`src/rtl/dram_rst_sequencer.sv`:
```
// DDR3 power-up reset sequencer: lock filter, RESET# hold, CKE hold, release.
// Optional DRAM_RST_SEQ_SOFT_RST_EN adds a soft_rst input restarting at HOLD_RST.
`timescale 1ns/1ps
module dram_rst_sequencer #(
  parameter int LOCK_FILTER  = 256,
  parameter int RESET_CYCLES = 20000,
  parameter int CKE_CYCLES   = 44000,
  parameter int CNT_W        = 16
) (
  input  logic       clk,
  input  logic       rst_n,
  input  logic       pll_locked,
`ifdef DRAM_RST_SEQ_SOFT_RST_EN
  input  logic       soft_rst,
`endif
  output logic       ddr_reset_n,
  output logic       ddr_cke,
  output logic       dramsync_rst,
  output logic       init_done,
  output logic [2:0] state
);

  typedef enum logic [2:0] {
    WAIT_LOCK = 3'd0,
    FILTER    = 3'd1,
    HOLD_RST  = 3'd2,
    HOLD_CKE  = 3'd3,
    DONE      = 3'd4
  } st_e;

  localparam logic [CNT_W-1:0] LF_M1 =
    CNT_W'(LOCK_FILTER - 1);
  localparam logic [CNT_W-1:0] RC_M1 =
    CNT_W'(RESET_CYCLES - 1);
  localparam logic [CNT_W-1:0] CK_M1 =
    CNT_W'(CKE_CYCLES - 1);

  st_e              st_q, st_d;
  logic [CNT_W-1:0] cnt_q, cnt_d;
  logic             sync1, lock_s;
  logic             rn_d, cke_d, drs_d, done_d;

  // two-flop synchroniser for the asynchronous lock indicator
  always_ff @(posedge clk or negedge rst_n) begin
    if (!rst_n) begin
      sync1  <= 1'b0;
      lock_s <= 1'b0;
    end else begin
      sync1  <= pll_locked;
      lock_s <= sync1;
    end
  end

  // next state and shared down-counter reload/decrement
  always_comb begin
    st_d  = st_q;
    cnt_d = cnt_q;
    case (st_q)
      WAIT_LOCK: begin
        if (lock_s) begin
          st_d  = FILTER;
          cnt_d = LF_M1;
        end
      end
      FILTER: begin
        if (cnt_q == '0) begin
          st_d  = HOLD_RST;
          cnt_d = RC_M1;
        end else begin
          cnt_d = cnt_q - 1'b1;
        end
      end
      HOLD_RST: begin
        if (cnt_q == '0) begin
          st_d  = HOLD_CKE;
          cnt_d = CK_M1;
        end else begin
          cnt_d = cnt_q - 1'b1;
        end
      end
      HOLD_CKE: begin
        if (cnt_q == '0) begin
          st_d  = DONE;
          cnt_d = '0;
        end else begin
          cnt_d = cnt_q - 1'b1;
        end
      end
      DONE: begin
        st_d  = DONE;
        cnt_d = '0;
      end
      default: begin
        st_d  = WAIT_LOCK;
        cnt_d = '0;
      end
    endcase
`ifdef DRAM_RST_SEQ_SOFT_RST_EN
    if (soft_rst) begin
      st_d  = HOLD_RST;
      cnt_d = RC_M1;
    end
`endif
    if (!lock_s) begin
      st_d  = WAIT_LOCK;
      cnt_d = '0;
    end
  end

  // output values for the state being entered
  always_comb begin
    rn_d   = 1'b0;
    cke_d  = 1'b0;
    drs_d  = 1'b1;
    done_d = 1'b0;
    case (st_d)
      HOLD_CKE: begin
        rn_d = 1'b1;
      end
      DONE: begin
        rn_d   = 1'b1;
        cke_d  = 1'b1;
        drs_d  = 1'b0;
        done_d = 1'b1;
      end
      default: begin
        rn_d = 1'b0;
      end
    endcase
  end

  // state, counter and outputs registered together
  always_ff @(posedge clk or negedge rst_n) begin
    if (!rst_n) begin
      st_q         <= WAIT_LOCK;
      cnt_q        <= '0;
      ddr_reset_n  <= 1'b0;
      ddr_cke      <= 1'b0;
      dramsync_rst <= 1'b1;
      init_done    <= 1'b0;
    end else begin
      st_q         <= st_d;
      cnt_q        <= cnt_d;
      ddr_reset_n  <= rn_d;
      ddr_cke      <= cke_d;
      dramsync_rst <= drs_d;
      init_done    <= done_d;
    end
  end

  assign state = st_q;

endmodule

```
`config.mk`:
```
export PLATFORM = sky130hd
export DESIGN_NAME = dram_rst_sequencer
export DESIGN_NICKNAME = d
export VERILOG_FILES = /design/src/rtl/dram_rst_sequencer.sv
export SDC_FILE = /design/constraint.sdc
export NUM_CORES = 1
export LEC_CHECK = 0
export BUFFER_PORTS_ARGS = -buffer_cell sky130_fd_sc_hd__buf_4
export CAP_MARGIN = 40
export CORE_ASPECT_RATIO = 0.6
export CORE_MARGIN = 2
export CORE_UTILIZATION = 58
export DETAILED_ROUTE_END_ITERATION = 6
export HOLD_SLACK_MARGIN = 0.12
export PLACE_DENSITY = 0.83
export SKIP_LAST_GASP = 1
export SYNTH_ARGS = -nofsm -noshare
export SYNTH_HDL_FRONTEND = slang
export SYNTH_SLANG_ARGS = --single-unit
```
`constraint.sdc`:
```
create_clock -name clk -period 2.35 [get_ports clk]
set_input_delay 0.3525 -clock clk [delete_from_list [all_inputs] [get_ports clk]]
set_output_delay 0.3525 -clock clk [all_outputs]
set_load 0.05 [all_outputs]
```
==> flow_metrics.env, run 1 <==
export IMPL_status="finished clean"
export IMPL_dr_total_vias=1088
export IMPL_synthTopCellsByArea="dfrtp_1, a211oi_1, xnor2_1"
export IMPL_slew_headroom_pct=65.3
export IMPL_grt_pass1_vias=952
export IMPL_max_cap_violations=0
export IMPL_portBuffers=9
export IMPL_clock_sinks=24
export IMPL_dp_cells=167
export IMPL_crit_family="simple AND/OR/NAND/NOR gates"
export IMPL_yosysUniqueCellTypes=46
export IMPL_worst_endpoint_required_ns=2.46
export IMPL_hold_start="pll_locked"
export IMPL_grt_max_degree=25
export IMPL_synth_top_family_by_area="simple AND/OR/NAND/NOR gates"
export IMPL_reg2reg_slack_ns=0.17
export IMPL_synth_adder_area_share_pct=0.945
export IMPL_gr_max_usage_layer="met2"
export IMPL_postRouteAntennaNets=0
export IMPL_netlist_area_sq_um=1320
export IMPL_clock_latency_ns=0.27
export IMPL_clkSlewWorstSetupHoldPaths_ns=0.08
export IMPL_start_util_pct=61.2
export IMPL_numCtsBuffers=3
export IMPL_dieArea_sq_um=2690
export IMPL_synth_compound_area_share_pct=20.0
export IMPL_syn_inst=134
export IMPL_finalSetupTns_ns=0
export IMPL_place_congestion=0.948
export IMPL_ys_warn_count=0
export IMPL_rsz0062_at_grt="false"
export IMPL_post_dp_hpwl_mm=2.09
export IMPL_ys_seq_elements=24
export IMPL_period_needed_ns=2.18
export IMPL_max_freq_mhz=459
export IMPL_routed_wl_mm=2.92
export IMPL_use_met3_pct=8.52
export IMPL_firstDrtPassIters=4
export IMPL_fin_skew_ns=0.00664
export IMPL_yosys_area_share_simple_pct=22.8
export IMPL_synth_top_area_share_pct=43.5
export IMPL_grt_usage_pct=26.4
export IMPL_cts_setup_buffers=0
export IMPL_drc=0
export IMPL_cp_common_cell="or4_4"
export IMPL_synth_mux_area_share_pct=0.756
export IMPL_h_tree_depth=1
export IMPL_hp_class="primary input to flip-flop"
export IMPL_power_leakage_nw=0.625
export IMPL_die_y_um=41.0
export IMPL_post_synth_top_area_cell="dfrtp_1"
export IMPL_path_cells="or4_4 > or4_4 > nor2_2 > a2111oi_0"
export IMPL_timing_rr_start="cnt_q[6]$_DFF_PN0_"
export IMPL_fp_coreArea_sq_um=2160
export IMPL_fin_cells=172
export IMPL_synth_seq_area_share_pct=45.5
export IMPL_worstSetupPathType="flip-flop to flip-flop"
export IMPL_cp_end_kind="flip-flop"
export IMPL_grt_pass1_wl_mm=4.88
export IMPL_hold_end="sync1$_DFF_PN0_"
export IMPL_finalSetupViolations=0
export IMPL_cts_root_buf="clkbuf_8"
export IMPL_crit_fanout=7
export IMPL_finalHoldViolCount=0
export IMPL_grt_overflow_total=0
export IMPL_whs_ns=0.187
export IMPL_r2r_cells=4
export IMPL_areaGrowthSynthToFinish_pct=11.2
export IMPL_hold_path_depth=1
export IMPL_global_route_usage_met2_pct=37.9
export IMPL_synth_xor_area_share_pct=5.29
export IMPL_fin_util_pct=68.1
export IMPL_cts_tree="built"
export IMPL_ir_drop_mv=0.365
export IMPL_worst_pin_slew_ns=0.520
export IMPL_synth_edf_count=0
export IMPL_drtIter0Drc=96
export IMPL_diodes=0
export IMPL_cp_start_kind="flip-flop"
export IMPL_worstPathArrival_ns=2.29
export IMPL_synth_ff_type="dfrtp_1"
export IMPL_rows=13
export IMPL_use_met1_pct=37.7
export IMPL_async_flop_share_pct=100
export IMPL_final_max_slew_viol_count=0
export IMPL_io_pins=10
export IMPL_crit_path_top_delay_cell="or4_4"
export IMPL_final_layout_size_suffix_gt1_share_pct=19.7
export IMPL_r2r_end="cnt_q[9]$_DFF_PN0_"
export IMPL_fin_nets=147
export IMPL_die_x_um=65.7
export IMPL_via_per_inst=6.33
export IMPL_cts_path_max_buffers=2
export IMPL_syn_nets=138
export IMPL_critical_path_buf_inv_count=0
export IMPL_wl_per_cell_um=17.0
export IMPL_cpPeakStageDelay_ns=0.59
export IMPL_synth_avg_cell_area_sq_um=9.88
export IMPL_antenna_found_initial=0
export IMPL_post_route_period_util_pct=92.8
export IMPL_power_per_cell_area_nw_per_um2=613
## state kept, by name (all words and copies together), names as in the netlist
name and flops:
cnt_q 16, state 3, ddr_reset_n 1, lock_s 1, sync1 1, dramsync_rst 1, init_done 1
## stage by stage
| step | area [sq um] | power (mW) | setup slack (ns) |
|---|---|---|---|
| after floorplan | 1320 | 0.581 | 0.255 |
| final | 1470 | 0.903 | 0.170 |
| after global routing | 1470 | 0.943 | 0.0331 |
| after global placement | 1400 | 0.620 | 0.169 |
| after detailed placement | 1400 | 0.624 | 0.0761 |
| after CTS | 1470 | 0.903 | 0.0678 |
## report_power, final
group / switching (mW) / internal, mW / total, mW
Sequential: 0.0273 / 0.433 / 0.460
Combinational: 0.0927 / 0.0712 / 0.164
Clock: 0.128 / 0.150 / 0.278
Total: 0.248 / 0.654 / 0.903
## cell type report
| type | count | area (sq um) |
|---|---|---|
| fill | 179 | 691 |
| multi-input combinational | 97 | 663 |
| sequential | 24 | 602 |
| timing repair buffer | 13 | 100 |
| clock buffer | 4 | 55.1 |
| tap | 30 | 37.5 |
| inverter | 4 | 15.0 |
## placed cells by master (no fill, tap or decap), drive strengths merged, types with 2 or more instances in the layout
master,count
nand2b,3
nand3,2
or4,3
a211oi,6
dfrtp,23
nor3,5
a21boi,2
o22ai,2
or2,3
buf,12
nand2,9
o221a,3
a21o,2
o21ai,4
xor2,3
o21a,3
or3,2
o21bai,3
nand4,3
clkbuf,4
inv,4
xnor2,5
nor4,6
nor2,9
a21oi,5
## cell families (layout without fill, tap and decap cells)
logic type | count (synthesis) | count (layout)
simple gates | 51 | 51
compound gates | 36 | 36
flops | 24 | 24
buf+inv | 13 | 21
xor+xnor | 8 | 8
fa+ha+maj | 1 | 1
mux | 1 | 1
## metal layers
metal  share of wire, %  routed length [um]
met1                 48                1390
met2                 44                1290
met3                7.9                 230
met4               0.48                  14
met5                  0                   0
## repair_timing
item                                   4_1_cts  5_1_grt
setup endpoints to repair                    0        2
hold buffers                                 1        0
endpoints found under the hold margin       23        0
resized for setup                            0        1
## worst register-to-register path: cells and delay by family, from the launching register on
kind             cells  cell delay, ns
AO/OA/AOI/OAI        1            0.16
AND/OR/NAND/NOR      3            1.44
flip-flops           1            0.42
## synthesized netlist by cell type (2+ instances only)
master     n
nor3_1     5
o221a_2    3
xor2_1     3
a21boi_0   2
or2_2      3
nor4_1     6
nand4_1    3
xnor2_1    5
o21bai_1   3
a21oi_1    5
a211oi_1   6
o22ai_1    2
nor2_1     8
or3_1      2
nand3_1    2
inv_1      4
a21o_1     2
nand2_1    9
nand2b_1   3
dfrtp_1   23
or4_1      2
clkbuf_1   4
o21ai_0    4
o21a_1     3
## worst max-delay path by stage
| stage | start | endpoint | slack, ns | depth (start not counted) |
|---|---|---|---|---|
| finish | cnt_q[6]$_DFF_PN0_ | cnt_q[9]$_DFF_PN0_ | 0.17 | 4 |
| global route | cnt_q[0]$_DFF_PN0_ | cnt_q[9]$_DFF_PN0_ | 0.03 | 6 |
| CTS | cnt_q[6]$_DFF_PN0_ | cnt_q[9]$_DFF_PN0_ | 0.07 | 4 |
| detailed placement | cnt_q[6]$_DFF_PN0_ | cnt_q[9]$_DFF_PN0_ | 0.08 | 4 |
| global placement | cnt_q[6]$_DFF_PN0_ | cnt_q[9]$_DFF_PN0_ | 0.17 | 4 |
| floorplan | cnt_q[4]$_DFF_PN0_ | cnt_q[9]$_DFF_PN0_ | 0.25 | 6 |
Power figures use the tool's default switching activity.
==> inputs of run 2 (changes only) <==
Settings changed: PLACE_DENSITY 0.83 to 0.77.
==> run 2 against run 1 <==
  * Global-route usage is 2.4 points lower
  * Total power is 0.15% lower
  * Worst setup slack worse by 0.094 ns
  * Largest power group unchanged
  * Clock-buffer cell count stayed put
==> flow_metrics.env, run 2 (synthesized netlist as in run 1, its figures left out) <==
export IMPL_finalSetupTns_ns=0
export IMPL_critical_path_buf_inv_count=0
export IMPL_cp_start_kind="flip-flop"
export IMPL_seq_area_sq_um=602
export IMPL_clkSlewWorstSetupHoldPaths_ns=0.08
export IMPL_numCtsBuffers=3
export IMPL_clock_latency_ns=0.27
export IMPL_routed_wl_mm=2.81
export IMPL_die_x_um=65.7
export IMPL_grt_max_degree=25
export IMPL_worst_pin_slew_ns=0.561
export IMPL_ir_drop_mv=0.385
export IMPL_status="finished clean"
export IMPL_fin_util_pct=68.4
export IMPL_place_congestion=0.962
export IMPL_worstSetupPathType="flip-flop to flip-flop"
export IMPL_io_pins=10
export IMPL_dieArea_sq_um=2690
export IMPL_cpPeakStageDelay_ns=0.70
export IMPL_areaGrowthSynthToFinish_pct=11.8
export IMPL_crit_fanout=6
export IMPL_power_frac_seq_pct=51.3
export IMPL_period_needed_ns=2.27
export IMPL_layout_commonest_cell="dfrtp_1"
export IMPL_path_cells="or4_4 > or4_1 > nor4b_4 > o21ai_0"
export IMPL_power_frac_comb_pct=17.9
export IMPL_cts_path_max_buffers=2
export IMPL_final_layout_size_suffix_gt1_share_pct=19.0
export IMPL_drc=0
export IMPL_max_flop_register="cnt_q"
export IMPL_crit_path_top_delay_cell="or4_1"
export IMPL_cts_tree="built"
export IMPL_largest_reg_flops=16
export IMPL_postRouteAntennaNets=0
export IMPL_antenna_found_initial=0
export IMPL_finalHoldViolCount=0
export IMPL_p_int_uw=654
export IMPL_fin_nets=147
export IMPL_post_dp_hpwl_mm=2.10
export IMPL_final_max_slew_viol_count=0
export IMPL_p_clk_share_pct=30.8
export IMPL_portBuffers=9
export IMPL_fin_skew_ns=0.00532
export IMPL_start_util_pct=61.2
export IMPL_grt_pass1_wl_mm=4.45
export IMPL_firstDrtPassIters=4
export IMPL_rsz0062_at_grt="true"
export IMPL_max_cap_violations=0
export IMPL_dr_total_vias=1071
export IMPL_finalSetupViolations=0
export IMPL_cts_root_buf="clkbuf_8"
export IMPL_worstPathArrival_ns=2.45
export IMPL_grt_usage_pct=24.0
export IMPL_drtIter0Drc=70
export IMPL_via_per_inst=6.23
export IMPL_max_freq_mhz=440
export IMPL_power_per_cell_area_nw_per_um2=609
export IMPL_rows=13
export IMPL_fp_coreArea_sq_um=2160
export IMPL_grt_overflow_total=0
export IMPL_whs_ns=0.189
export IMPL_cts_setup_buffers=0
export IMPL_netSwitchingPower_uw=247
export IMPL_diodes=0
export IMPL_worst_endpoint_required_ns=2.53
export IMPL_crit_family="simple AND/OR/NAND/NOR gates"
export IMPL_cp_end_kind="flip-flop"
export IMPL_clock_sinks=24
export IMPL_h_tree_depth=1
export IMPL_wl_per_cell_um=16.4
export IMPL_power_leakage_nw=0.625
export IMPL_filler_cell_count=172
export IMPL_hp_class="primary input to flip-flop"
export IMPL_multi_input_area_sq_um=671
export IMPL_sw_frac_of_total_pct=27.4
export IMPL_post_route_period_util_pct=96.8
export IMPL_layout_common_cells="dfrtp_1, buf_4, nand2_1, nor2_1"
export IMPL_slew_headroom_pct=62.6
export IMPL_grt_pass1_vias=854
export IMPL_die_y_um=41.0
[run 2: changes by cell type in the layout (fill, tap and decap cells not counted)]
cell	delta
nor2_2	-1
nor2_4	+1
nor3b_2	-1
nor3b_4	+1
or4_1	+1
or4_4	-1
[run 2: what timing repair did]
item	in CTS	in global routing
gates resized for setup	0	2
endpoints found under the hold margin	23	0
hold buffers	1	0
setup endpoints to repair	0	3
[run 2: path summary, 6_finish.rpt]
check                                         end                from  cells past startpoint  slack (ns)
setup reg to reg           dramsync_rst$_DFF_PN1_  cnt_q[6]$_DFF_PN0_                      4        0.08
max in group asynchronous  dramsync_rst$_DFF_PN1_               rst_n                      2        1.56
min in group asynchronous        lock_s$_DFF_PN0_               rst_n                      2        0.51
setup / recovery           dramsync_rst$_DFF_PN1_  cnt_q[6]$_DFF_PN0_                      4        0.08
hold / removal                    sync1$_DFF_PN0_          pll_locked                      1        0.19
hold reg to reg                  lock_s$_DFF_PN0_     sync1$_DFF_PN0_                      0        0.35
[run 2: cell type report]
cell class,instances,share of cell area [%]
inverter,4,1.01
timing repair buffer,13,6.76
clock buffer,4,3.72
sequential,24,40.7
tap,30,2.54
multi-input combinational,97,45.3
[run 2: per-stage QoR]
stage	std cells	power, mW	cell area (sq um)	setup WS (ns)
after detailed placement	167	0.624	1400	0.0779
after floorplan	134	0.581	1320	0.255
final	172	0.901	1480	0.0760
after CTS	172	0.901	1470	0.0628
after global placement	167	0.620	1400	0.168
after global routing	172	0.950	1480	-0.00912
[run 2: per-layer routing]
| layer | GRT usage (%) | vias up | wire length (um) | part of all wire (%) |
|---|---|---|---|---|
| li1 | - | 512 | - | - |
| met1 | 35.7 | 511 | 1380 | 49 |
| met2 | 34.8 | 46 | 1180 | 42 |
| met3 | 6.59 | 2 | 246 | 8.7 |
| met4 | 5.21 | 0 | 13 | 0.46 |
| met5 | 0 | - | 0 | 0 |
[run 2: power groups by stage]
stage / sequential, mW / clock [mW] / combinational [mW]
global placement: 0.466 / 0 / 0.154
detailed placement: 0.469 / 0 / 0.155
global route: 0.466 / 0.306 / 0.178
finish: 0.462 / 0.277 / 0.161
CTS: 0.460 / 0.284 / 0.157
floorplan: 0.463 / 0 / 0.118
